==> config.mk <==
export PLATFORM = sky130hd
export DESIGN_NAME = adder_operand_sequencer
export DESIGN_NICKNAME = d
export VERILOG_FILES = /design/src/rtl/adder_operand_sequencer.sv
export SDC_FILE = /design/constraint.sdc
export NUM_CORES = 1
export LEC_CHECK = 0
export CORE_ASPECT_RATIO = 0.5
export CORE_MARGIN = 2
export CORE_UTILIZATION = 48
export CTS_CLUSTER_DIAMETER = 200
export DETAILED_ROUTE_END_ITERATION = 7
export GPL_TIMING_DRIVEN = 0
export PLACE_DENSITY = 0.83
export SYNTH_ARGS = -nofsm -noshare
export SYNTH_HDL_FRONTEND = slang
export SYNTH_SLANG_ARGS = --single-unit
==> constraint.sdc <==
create_clock -name clk -period 2.3 [get_ports clk]
set_input_delay 0.46 -clock clk [delete_from_list [all_inputs] [get_ports clk]]
set_output_delay 0.46 -clock clk [all_outputs]
set_load 0.05 [all_outputs]
==> src/rtl/adder_operand_sequencer.sv <==
// Sequences two operands from one byte stream into an external adder and returns sum+carry; result valid 1 cycle after B accept.
// Backpressure: res_ready low parks the FSM in S_OUT with in_ready low until the result is taken.
module adder_operand_sequencer #(
    parameter int WIDTH = 8,
    parameter int CNT_W = 8
) (
    input  logic             clk,
    input  logic             rst,
    input  logic [WIDTH-1:0] in_data,
    input  logic             in_valid,
    output logic             in_ready,
    output logic [WIDTH-1:0] op_a,
    output logic [WIDTH-1:0] op_b,
    input  logic [WIDTH-1:0] sum_in,
    output logic [WIDTH-1:0] res_data,
    output logic             res_carry,
    output logic             res_valid,
    input  logic             res_ready,
    output logic [CNT_W-1:0] op_count,
    output logic             busy
);

    typedef enum logic [1:0] {
        S_A   = 2'd0,
        S_B   = 2'd1,
        S_SUM = 2'd2,
        S_OUT = 2'd3
    } state_t;

    state_t             state_q;
    logic [WIDTH-1:0]   op_a_q;
    logic [WIDTH-1:0]   op_b_q;
    logic [WIDTH-1:0]   res_data_q;
    logic               res_carry_q;
    logic               res_valid_q;
    logic [CNT_W-1:0]   op_count_q;
    logic               in_fire;

    assign in_ready = (state_q == S_A) || (state_q == S_B);
    assign in_fire  = in_valid && in_ready;
    assign busy     = (state_q != S_A);

    always_ff @(posedge clk) begin
        if (rst) begin
            state_q     <= S_A;
            op_a_q      <= '0;
            op_b_q      <= '0;
            res_data_q  <= '0;
            res_carry_q <= 1'b0;
            res_valid_q <= 1'b0;
            op_count_q  <= '0;
        end else begin
            case (state_q)
                S_A: begin
                    if (in_fire) begin
                        op_a_q  <= in_data;
                        state_q <= S_B;
                    end
                end
                S_B: begin
                    if (in_fire) begin
                        op_b_q  <= in_data;
                        state_q <= S_SUM;
                    end
                end
                S_SUM: begin
                    // Adder wraps mod 2^WIDTH, so a sum below op_a means carry-out.
                    res_data_q  <= sum_in;
                    res_carry_q <= (sum_in < op_a_q);
                    res_valid_q <= 1'b1;
                    state_q     <= S_OUT;
                end
                S_OUT: begin
                    if (res_valid_q && res_ready) begin
                        res_valid_q <= 1'b0;
                        op_count_q  <= op_count_q + 1'b1;
                        state_q     <= S_A;
                    end
                end
                default: state_q <= S_A;
            endcase
        end
    end

    assign op_a      = op_a_q;
    assign op_b      = op_b_q;
    assign res_data  = res_data_q;
    assign res_carry = res_carry_q;
    assign res_valid = res_valid_q;
    assign op_count  = op_count_q;

endmodule

==> results of run 1 <==
power by group:
| part | switching, mW | internal [mW] | leakage (nW) |
|---|---|---|---|
| Sequential | 0.0802 | 0.728 | 0.293 |
| Combinational | 0.742 | 0.384 | 0.505 |
| Clock | 0.220 | 0.239 | 0.0510 |
| Total | 1.04 | 1.35 | 0.849 |
worst max-delay path: cells and delay by family (launching register included):
family / cells / cell delay (ps)
adders and majority gates: 1 / 210
and+or+nand+nor: 1 / 310
buffers and inverters: 3 / 520
DFF: 1 / 380
timing repair:
item / 4_1_cts / 5_1_grt
gates resized for setup: 7 / 1
endpoints found under the setup margin: 2 / 2
hold buffers: 0 / 0
pin swaps: 0 / 0
state kept, by name, indices dropped and copies added (netlist names):
register	flops
op_a	8
op_b	8
op_count	8
res_data	8
state_q	2
res_carry	1
res_valid	1
how the worst min path moves through the flow:
stage | start | end | slack [ps] | cells after the start
4_1_cts | op_b[3] | op_b[3] | 460 | 2
3_3_place_gp | op_b[2] | op_b[2] | 450 | 2
6_report | op_b[1] | op_b[1] | 460 | 2
2_1_floorplan | state_q[1] | state_q[1] | 490 | 2
3_5_place_dp | op_b[3] | op_b[3] | 450 | 2
5_1_grt | op_b[3] | op_b[3] | 480 | 2
area by class of cell:
| class | instances | area share (%) |
|---|---|---|
| tap | 40 | 2.145 |
| inverter | 13 | 2.091 |
| timing repair buffer | 55 | 23.16 |
| clock buffer | 6 | 3.539 |
| clock inverter | 2 | 0.4290 |
| buffer | 8 | 1.340 |
| multi-input combinational | 132 | 36.41 |
| sequential | 36 | 30.88 |
kinds of logic after synthesis:
family	share of synthesized area, %
AND/OR/NAND/NOR	19.97
multiplexers	6.127
AO/OA/AOI/OAI	14.37
flip-flops	43.57
adder cells (fa/ha/maj)	9.834
XOR/XNOR	1.059
buffers and inverters	5.068
cells in the mapped netlist, types with 2 or more instances:
| cell | instances |
|---|---|
| dfxtp_1 | 36 |
| ha_1 | 13 |
| or3_1 | 2 |
| o31ai_1 | 2 |
| mux2i_1 | 9 |
| nand3_1 | 18 |
| nor4_1 | 2 |
| nand4_1 | 3 |
| clkbuf_1 | 6 |
| nand2_1 | 21 |
| inv_1 | 13 |
| xor2_1 | 2 |
| or4_1 | 2 |
| buf_1 | 2 |
| a2bb2oi_1 | 2 |
| o21ai_0 | 4 |
| nor2_1 | 14 |
| a21oi_1 | 22 |
| nor3b_1 | 2 |
per-layer routing:
metal	share of wire (%)	global-route usage [%]	vias to the layer above	wire length, µm
met3	4.4	6.522	3	169
met1	49	25.87	685	1907
met5	0	0	-	0
met4	0.55	8.125	0	21
li1	-	-	785	-
met2	46	33.13	43	1755
==> impl_metrics.csv, run 1 <==
group,metric,value,unit
yosys,synth.distinct_cells,34,
floorplan,row_count,14,
drt,routed_wl,3853,µm
drt,dr.first_iter.drc_count,58,
timing,setup_tns,0,ps
timing,hold_viol_final,0,
clocking,numCtsBuffers,5,
cells_and_area,final_nets,284,
timing,drv_slew,0,
timing,rsz0062_at_grt,"no",
global_routing,antenna_found_initial,0,
setup_path,slowest_delay,380,ps
cells_and_area,n_antenna_cell,0,
timing,setup_violations,0,
yosys,synth-seq-cells,36,
pwr,p_total,2.393,mW
clocking,ctsRootBufferMaster,"clkbuf_8",
pwr,p_per_area,1025,mW/mm²
pwr,ir_worst_vdd,532.8,µV
floorplan,fp.coreArea,0.003136,mm²
global_routing,grt_start_max_net_pins,12,
cells_and_area,syn_to_final_growth,41.07,%
yosys,synth_top_area_share,43.57,%
global_routing,track_usage,20.42,%
drt,dr.pass1.iters,4,
cells_and_area,final_util,74.42,%
cells_and_area,final_area,0.002333,mm²
setup_path,r2r_cells,4,
setup_path,r2r_end,"op_count[5]",
setup_path,critPathCaptureType,"primary output",
cells_and_area,final_cell_count_no_fill,292,
yosys,syn_nets,223,
cells_and_area,layout.cells.most_common,"clkdlybuf4s50_1",
yosys,synthCells,190,
drt,drc,0,
timing,min_period,2165,ps
global_routing,grt_pass1_vias,1315,
timing,setup_ws,135.5,ps
setup_path,r2r_start,"state_q[0]",
drt,ant_nets,0,
cells_and_area,register_area,720.7,µm²
clocking,clkLatencyLatePin,290,ps
clocking,cts_tree,"yes",
yosys,synth_flop_cell,"dfxtp_1",
setup_path,cp-start-kind,"flip-flop",
timing,worstMarginPinSlew,541.8,ps
clocking,h-tree-depth,2,
setup_path,crit_path_start,"state_q[1]",
setup_path,crit_path_max_fanout,10,
global_routing,grt_pass1_wl,6037,µm
clocking,clock-sinks,36,
setup_path,cp-endpoint,"in_ready",
clocking,post_cts_buffers,0,
drt,vias,1516,
setup_path,slowest_stage,"dfxtp_1",
yosys,yosysSeqAreaShare,43.57,%
placement,port_buffers,55,
setup_path,critical_path_required,1840,ps
floorplan,fp.dieW,87.02,µm
yosys,ys_warn_count,0,
floorplan,start_util,52.75,%
setup_path,crit_chain,"inv_1 > ha_1 > clkbuf_1 > or2_2 > buf_2",
placement,place_area,0.002255,mm²
status,status,"completed",
yosys,synth_edf_count,0,
placement,place_ws,-114.7,ps
flow_run,cap_violations,0,
global_routing,grt.overflow.total,0,
setup_path,regToRegSetupSlack,660,ps
timing,clock.fmax,462.0,MHz
yosys,async_flop_share,0,%
cells_and_area,drive_gt1_share,6.349,%
placement,place_hpwl,2922,µm
yosys,synth_largest_area_cell,"dfxtp_1",
clocking,clk_pin_slew_worst_paths,70,ps
timing,skew,3.043,ps
yosys,synth.top_cells.by_area,"dfxtp_1, ha_1, a21oi_1, mux2i_1, nand3_1",
setup_path,critPathKind,"flip-flop to primary output",
cells_and_area,fill_cells,224,
floorplan,dieArea,0.003960,mm²
setup_path,arrival,1700,ps
worst_hold_path,holdCritPathClass,"flip-flop to flip-flop",
yosys,netlist_area,0.001654,mm²
placement,gp_congestion,0.7710,
floorplan,die_y,45.51,µm
drt,viasPerCell,5.192,
floorplan,io_pins,56,
placement,dp.cells,285,
yosys,syn_avg_cell_area,8.706,µm²
timing,period_share,94.11,%
timing,slew_headroom,63.77,%
pwr,cellLeakagePower,0.8489,nW
cells_and_area,multiInputGateArea,849.6,µm²
cells_and_area,final_cell_mix,"clkdlybuf4s50_1, dfxtp_1, a21oi_1",
clocking,cts_max_path_buffers,2,
drt,wl_per_cell,13.20,µm
timing,hold_ws,456.2,ps
(Power assumes the default switching activity.)
==> run 2: changes to the inputs <==
Settings changed: TNS_END_PERCENT set to 1.
==> run 2 against run 1 <==
Cell area increased by 0.16%. Clock-buffer cell count unchanged. Largest power group unchanged. Worst setup slack got worse by 66 ps. Sequential cell count unchanged. Final cell count increased by 0.34%. Die area unchanged. Wire length increased by 0.31%. Core utilization increased by 0.12 points. Clock power about the same. Sequential share of layout area about the same. Combinational power about the same. Sequential power about the same.
==> impl_metrics.csv, run 2 (synthesized netlist as in run 1, its figures left out) <==
group,metric,value,unit
status,status,"completed",
worst_hold_path,holdCritPathClass,"flip-flop to flip-flop",
clocking,h-tree-depth,2,
pwr,p_total,2.395,mW
global_routing,track_usage,20.42,%
setup_path,r2r_start,"state_q[0]",
clocking,cts_tree,"yes",
clocking,clock-sinks,36,
global_routing,antenna_found_initial,0,
clocking,cts_hold_buf,0,
timing,setup_violations,0,
pwr,p_per_area,1025,mW/mm²
clocking,ctsRootBufferMaster,"clkbuf_8",
drt,viasPerCell,5.177,
cells_and_area,final_nets,285,
setup_path,cp-start-kind,"flip-flop",
worst_hold_path,worstHoldStart,"op_b[1]",
drt,dr.first_iter.drc_count,55,
pwr,ir_worst_vdd,532.2,µV
drt,vias,1517,
global_routing,grt_start_max_net_pins,12,
setup_path,crit_path_max_fanout,10,
timing,skew,2.973,ps
timing,drv_slew,0,
setup_path,r2r_end,"op_count[5]",
global_routing,grt_pass1_vias,1315,
floorplan,start_util,52.75,%
pwr,cellLeakagePower,0.8501,nW
clocking,clk_pin_slew_worst_paths,70,ps
timing,rsz0062_at_grt,"yes",
floorplan,dieArea,0.003960,mm²
floorplan,row_count,14,
clocking,numCtsBuffers,5,
timing,slew_headroom,63.92,%
cells_and_area,fill_cells,225,
worst_hold_path,holdPathStages,2,
setup_path,regToRegSetupSlack,650,ps
clocking,cts_max_path_buffers,2,
timing,worstMarginPinSlew,539.6,ps
timing,hold_viol_final,0,
floorplan,die_y,45.51,µm
drt,routed_wl,3865,µm
cells_and_area,n_antenna_cell,0,
worst_hold_path,hold_path_end,"op_b[1]",
floorplan,io_pins,56,
cells_and_area,final_cell_mix,"clkdlybuf4s50_1, dfxtp_1, a21oi_1",
placement,port_buffers,55,
placement,dp.cells,285,
clocking,clkLatencyLatePin,290,ps
setup_path,critPathCaptureType,"primary output",
cells_and_area,final_cell_count_no_fill,293,
global_routing,grt_pass1_wl,6037,µm
timing,hold_ws,457.5,ps
drt,ant_nets,0,
cells_and_area,layout.cells.most_common,"clkdlybuf4s50_1",
cells_and_area,drive_gt1_share,6.324,%
floorplan,fp.dieW,87.02,µm
drt,drc,0,
setup_path,r2r_cells,4,
timing,period_share,96.97,%
flow_run,cap_violations,0,
setup_path,arrival,1770,ps
drt,dr.pass1.iters,4,
drt,wl_per_cell,13.19,µm
setup_path,critPathKind,"flip-flop to primary output",
cells_and_area,syn_to_final_growth,41.30,%
placement,gp_congestion,0.7710,
placement,place_hpwl,2922,µm
global_routing,grt.overflow.total,0,
timing,clock.fmax,448.4,MHz
timing,min_period,2230,ps
floorplan,fp.coreArea,0.003136,mm²
setup_path,critical_path_required,1840,ps
run 2: cell types whose count changed in the layout (fill, tap and decap cells not counted), sizes merged:
cell / previous run / this run
clkbuf: 12 / 13
run 2: per-layer routing:
layer  track usage [%]  up-vias  part of all wire [%]
met4             8.125        0                  0.54
met1             25.87      693                    50
li1                  -      786                     -
met2             33.13       35                    46
met5                 0        -                     0
met3             6.522        3                   4.1
run 2: critical path, stage by stage (launching register included):
cell and delay, ps:
dfxtp_1 390, inv_1 100, ha_1 240, clkbuf_1 220
or2_2 330, buf_2 210
run 2: power by group:
part	total [mW]	internal, mW	switching, mW
Combinational	1.13	0.386	0.744
Clock	0.457	0.239	0.218
Sequential	0.808	0.728	0.0804
run 2: how the worst max path moves through the flow:
| stage | start | endpoint | slack, ps | cells past startpoint |
|---|---|---|---|---|
| detailed placement | state_q[0] | in_ready | -110 | 5 |
| finish | state_q[0] | in_ready | 70 | 5 |
| global route | state_q[0] | in_ready | -40 | 5 |
| global placement | state_q[0] | in_ready | -90 | 5 |
| CTS | state_q[0] | busy | 7 | 5 |
| floorplan | op_a[6] | res_carry | 510 | 5 |
run 2: per-stage QoR:
| stage | util, % | TNS, ps | setup slack, ps | instance area (µm²) |
|---|---|---|---|---|
| 2_1_floorplan | - | 0 | 506.1 | 1654 |
| 3_3_place_gp | 71.91 | -92.21 | -92.21 | 2255 |
| 3_5_place_dp | 71.91 | -114.7 | -114.7 | 2255 |
| 4_1_cts | 74.70 | 0 | 6.785 | 2342 |
| 5_1_grt | 74.54 | -35.53 | -35.53 | 2337 |
| 6_report | 74.54 | 0 | 69.74 | 2337 |
run 2: final cells by class:
type / instances / area [µm²] / share of cell area [%]
multi-input combinational: 132 / 849.6 / 36.35
sequential: 36 / 720.7 / 30.84
timing repair buffer: 55 / 540.5 / 23.13
clock buffer: 6 / 82.58 / 3.533
tap: 40 / 50.05 / 2.141
inverter: 13 / 48.80 / 2.088
buffer: 9 / 35.03 / 1.499
clock inverter: 2 / 10.01 / 0.4283
run 2: repair_timing:
item | CTS | global route
gates resized for setup | 7 | 1
endpoints found under the setup margin | 2 | 2
cloned | 0 | 0
setup buffers | 0 | 0
endpoints found under the hold margin | 0 | 0
==> run 3: changes to the inputs <==
Settings changed: ABC_AREA set to 0, CORE_ASPECT_RATIO 0.5 to unset, GPL_TIMING_DRIVEN 0 to unset.
==> run 3 against run 2 <==
Sequential share of layout area is 0.25 points higher. Register-to-register slack hardly changed. Final cell count is 0.68% higher. Sequential cell count stayed put. Clock skew is 4.3 ps higher. Global-route usage is 0.19 points higher. Total power is 2.9% lower. Clock power is 23% lower.
==> impl_metrics.csv, run 3 (synthesized netlist as in run 1, its figures left out) <==
group,metric,value,unit
timing,setup_violations,0,
global_routing,antenna_found_initial,0,
timing,drv_slew,0,
drt,wl_per_cell,12.76,µm
pwr,ir_worst_vdd,596.1,µV
cells_and_area,n_antenna_cell,0,
cells_and_area,layout.cells.most_common,"clkdlybuf4s50_1",
setup_path,arrival,1710,ps
drt,viasPerCell,5.119,
drt,wl_met3,133,µm
cells_and_area,final_nets,281,
pwr,cellLeakagePower,0.8433,nW
cells_and_area,final_cell_count_no_fill,295,
clocking,h-tree-depth,2,
drt,routed_wl,3763,µm
setup_path,critPathKind,"flip-flop to primary output",
drt,wl_met2,1779,µm
setup_path,cp-start-kind,"flip-flop",
floorplan,start_util,49.96,%
drt,m1WireLength,1764,µm
global_routing,track_usage,20.61,%
placement,place_hpwl,2921,µm
global_routing,grt_start_max_net_pins,17,
cells_and_area,final_cell_mix,"clkdlybuf4s50_1, dfxtp_1, a21oi_1",
timing,setup_tns,0,ps
placement,dp.cells,287,
pwr,p_per_area,1003,mW/mm²
cells_and_area,drive_gt1_share,7.229,%
timing,rsz0062_at_grt,"no",
floorplan,die_y,62.70,µm
setup_path,critPathCaptureType,"primary output",
placement,port_buffers,55,
clocking,cts_tree,"yes",
clocking,ctsRootBufferMaster,"clkbuf_4",
timing,worstMarginPinSlew,570.1,ps
floorplan,fp.dieW,62.70,µm
timing,clock.fmax,461.4,MHz
worst_hold_path,holdCritPathClass,"flip-flop to flip-flop",
drt,vias,1510,
global_routing,grt_pass1_wl,6341,µm
cells_and_area,fill_cells,268,
global_routing,grt.overflow.total,0,
status,status,"completed",
drt,ant_nets,0,
global_routing,grt_pass1_vias,1354,
clocking,cts_hold_buf,0,
floorplan,row_count,21,
setup_path,critical_path_required,1840,ps
cells_and_area,syn_to_final_growth,40.17,%
clocking,ctsResizeCount,0,
clocking,clkLatencyLatePin,340,ps
clocking,numCtsBuffers,5,
drt,top_layer,"met4",
clocking,clock-sinks,36,
drt,dr.first_iter.drc_count,63,
timing,slew_headroom,61.87,%
flow_run,cap_violations,0,
timing,hold_viol_final,0,
timing,period_share,94.24,%
timing,skew,7.313,ps
setup_path,crit_path_max_fanout,12,
clocking,clk_pin_slew_worst_paths,100,ps
drt,dr.pass1.iters,4,
clocking,post_cts_buffers,0,
floorplan,dieArea,0.003931,mm²
placement,gp_congestion,0.7748,
timing,min_period,2167,ps
floorplan,fp.coreArea,0.003311,mm²
drt,drc,0,
floorplan,io_pins,56,
clocking,cts_max_path_buffers,2,
-- run 3: layout make-up --
cell class | count | area, µm² | share of cell area, %
Multi-Input combinational cell | 132 | 849.6 | 36.64
Sequential cell | 36 | 720.7 | 31.08
Timing Repair Buffer | 60 | 583.1 | 25.15
Clock buffer | 8 | 58.81 | 2.536
Tap cell | 46 | 57.56 | 2.482
Inverter | 13 | 48.80 | 2.105
-- run 3: final timing paths --
check	start	end	slack, ps	cells past startpoint
hold reg to reg	op_b[2]	op_b[2]	460	2
hold / removal	op_b[2]	op_b[2]	460	2
setup / recovery	state_q[1]	in_ready	130	4
setup reg to reg	state_q[0]	op_count[5]	650	4
-- run 3: critical path: stages, from the launching register on --
cell     delay (ps)
dfxtp_1         400
inv_1           110
ha_1            330
or2_2           330
buf_4           190
-- run 3: metrics by stage --
stage / worst slack (ps) / total power [mW] / hold WS (ps) / utilization [%] / cell area, µm²
2_1_floorplan: 506.1 / 1.622 / 486.8 / - / 1654
3_3_place_gp: 315.4 / 1.966 / 446.7 / 68.25 / 2260
3_5_place_dp: 239.8 / 1.986 / 447.3 / 68.25 / 2260
4_1_cts: 136.6 / 2.344 / 461.6 / 70.03 / 2318
5_1_grt: 49.66 / 2.471 / 484.6 / 70.03 / 2318
6_report: 132.6 / 2.324 / 457.6 / 70.03 / 2318
-- run 3: report_power, final --
group / switching [mW] / internal [mW] / leakage [nW]
logic: 0.751 / 0.417 / 0.518
registers: 0.0767 / 0.727 / 0.293
clock network: 0.201 / 0.151 / 0.0326
total: 1.03 / 1.30 / 0.843
-- run 3: layer usage --
metal	track usage (%)	up-vias
met5	0	-
met4	11.11	0
met3	3.604	7
met2	33.33	31
met1	26.17	690
li1	-	782
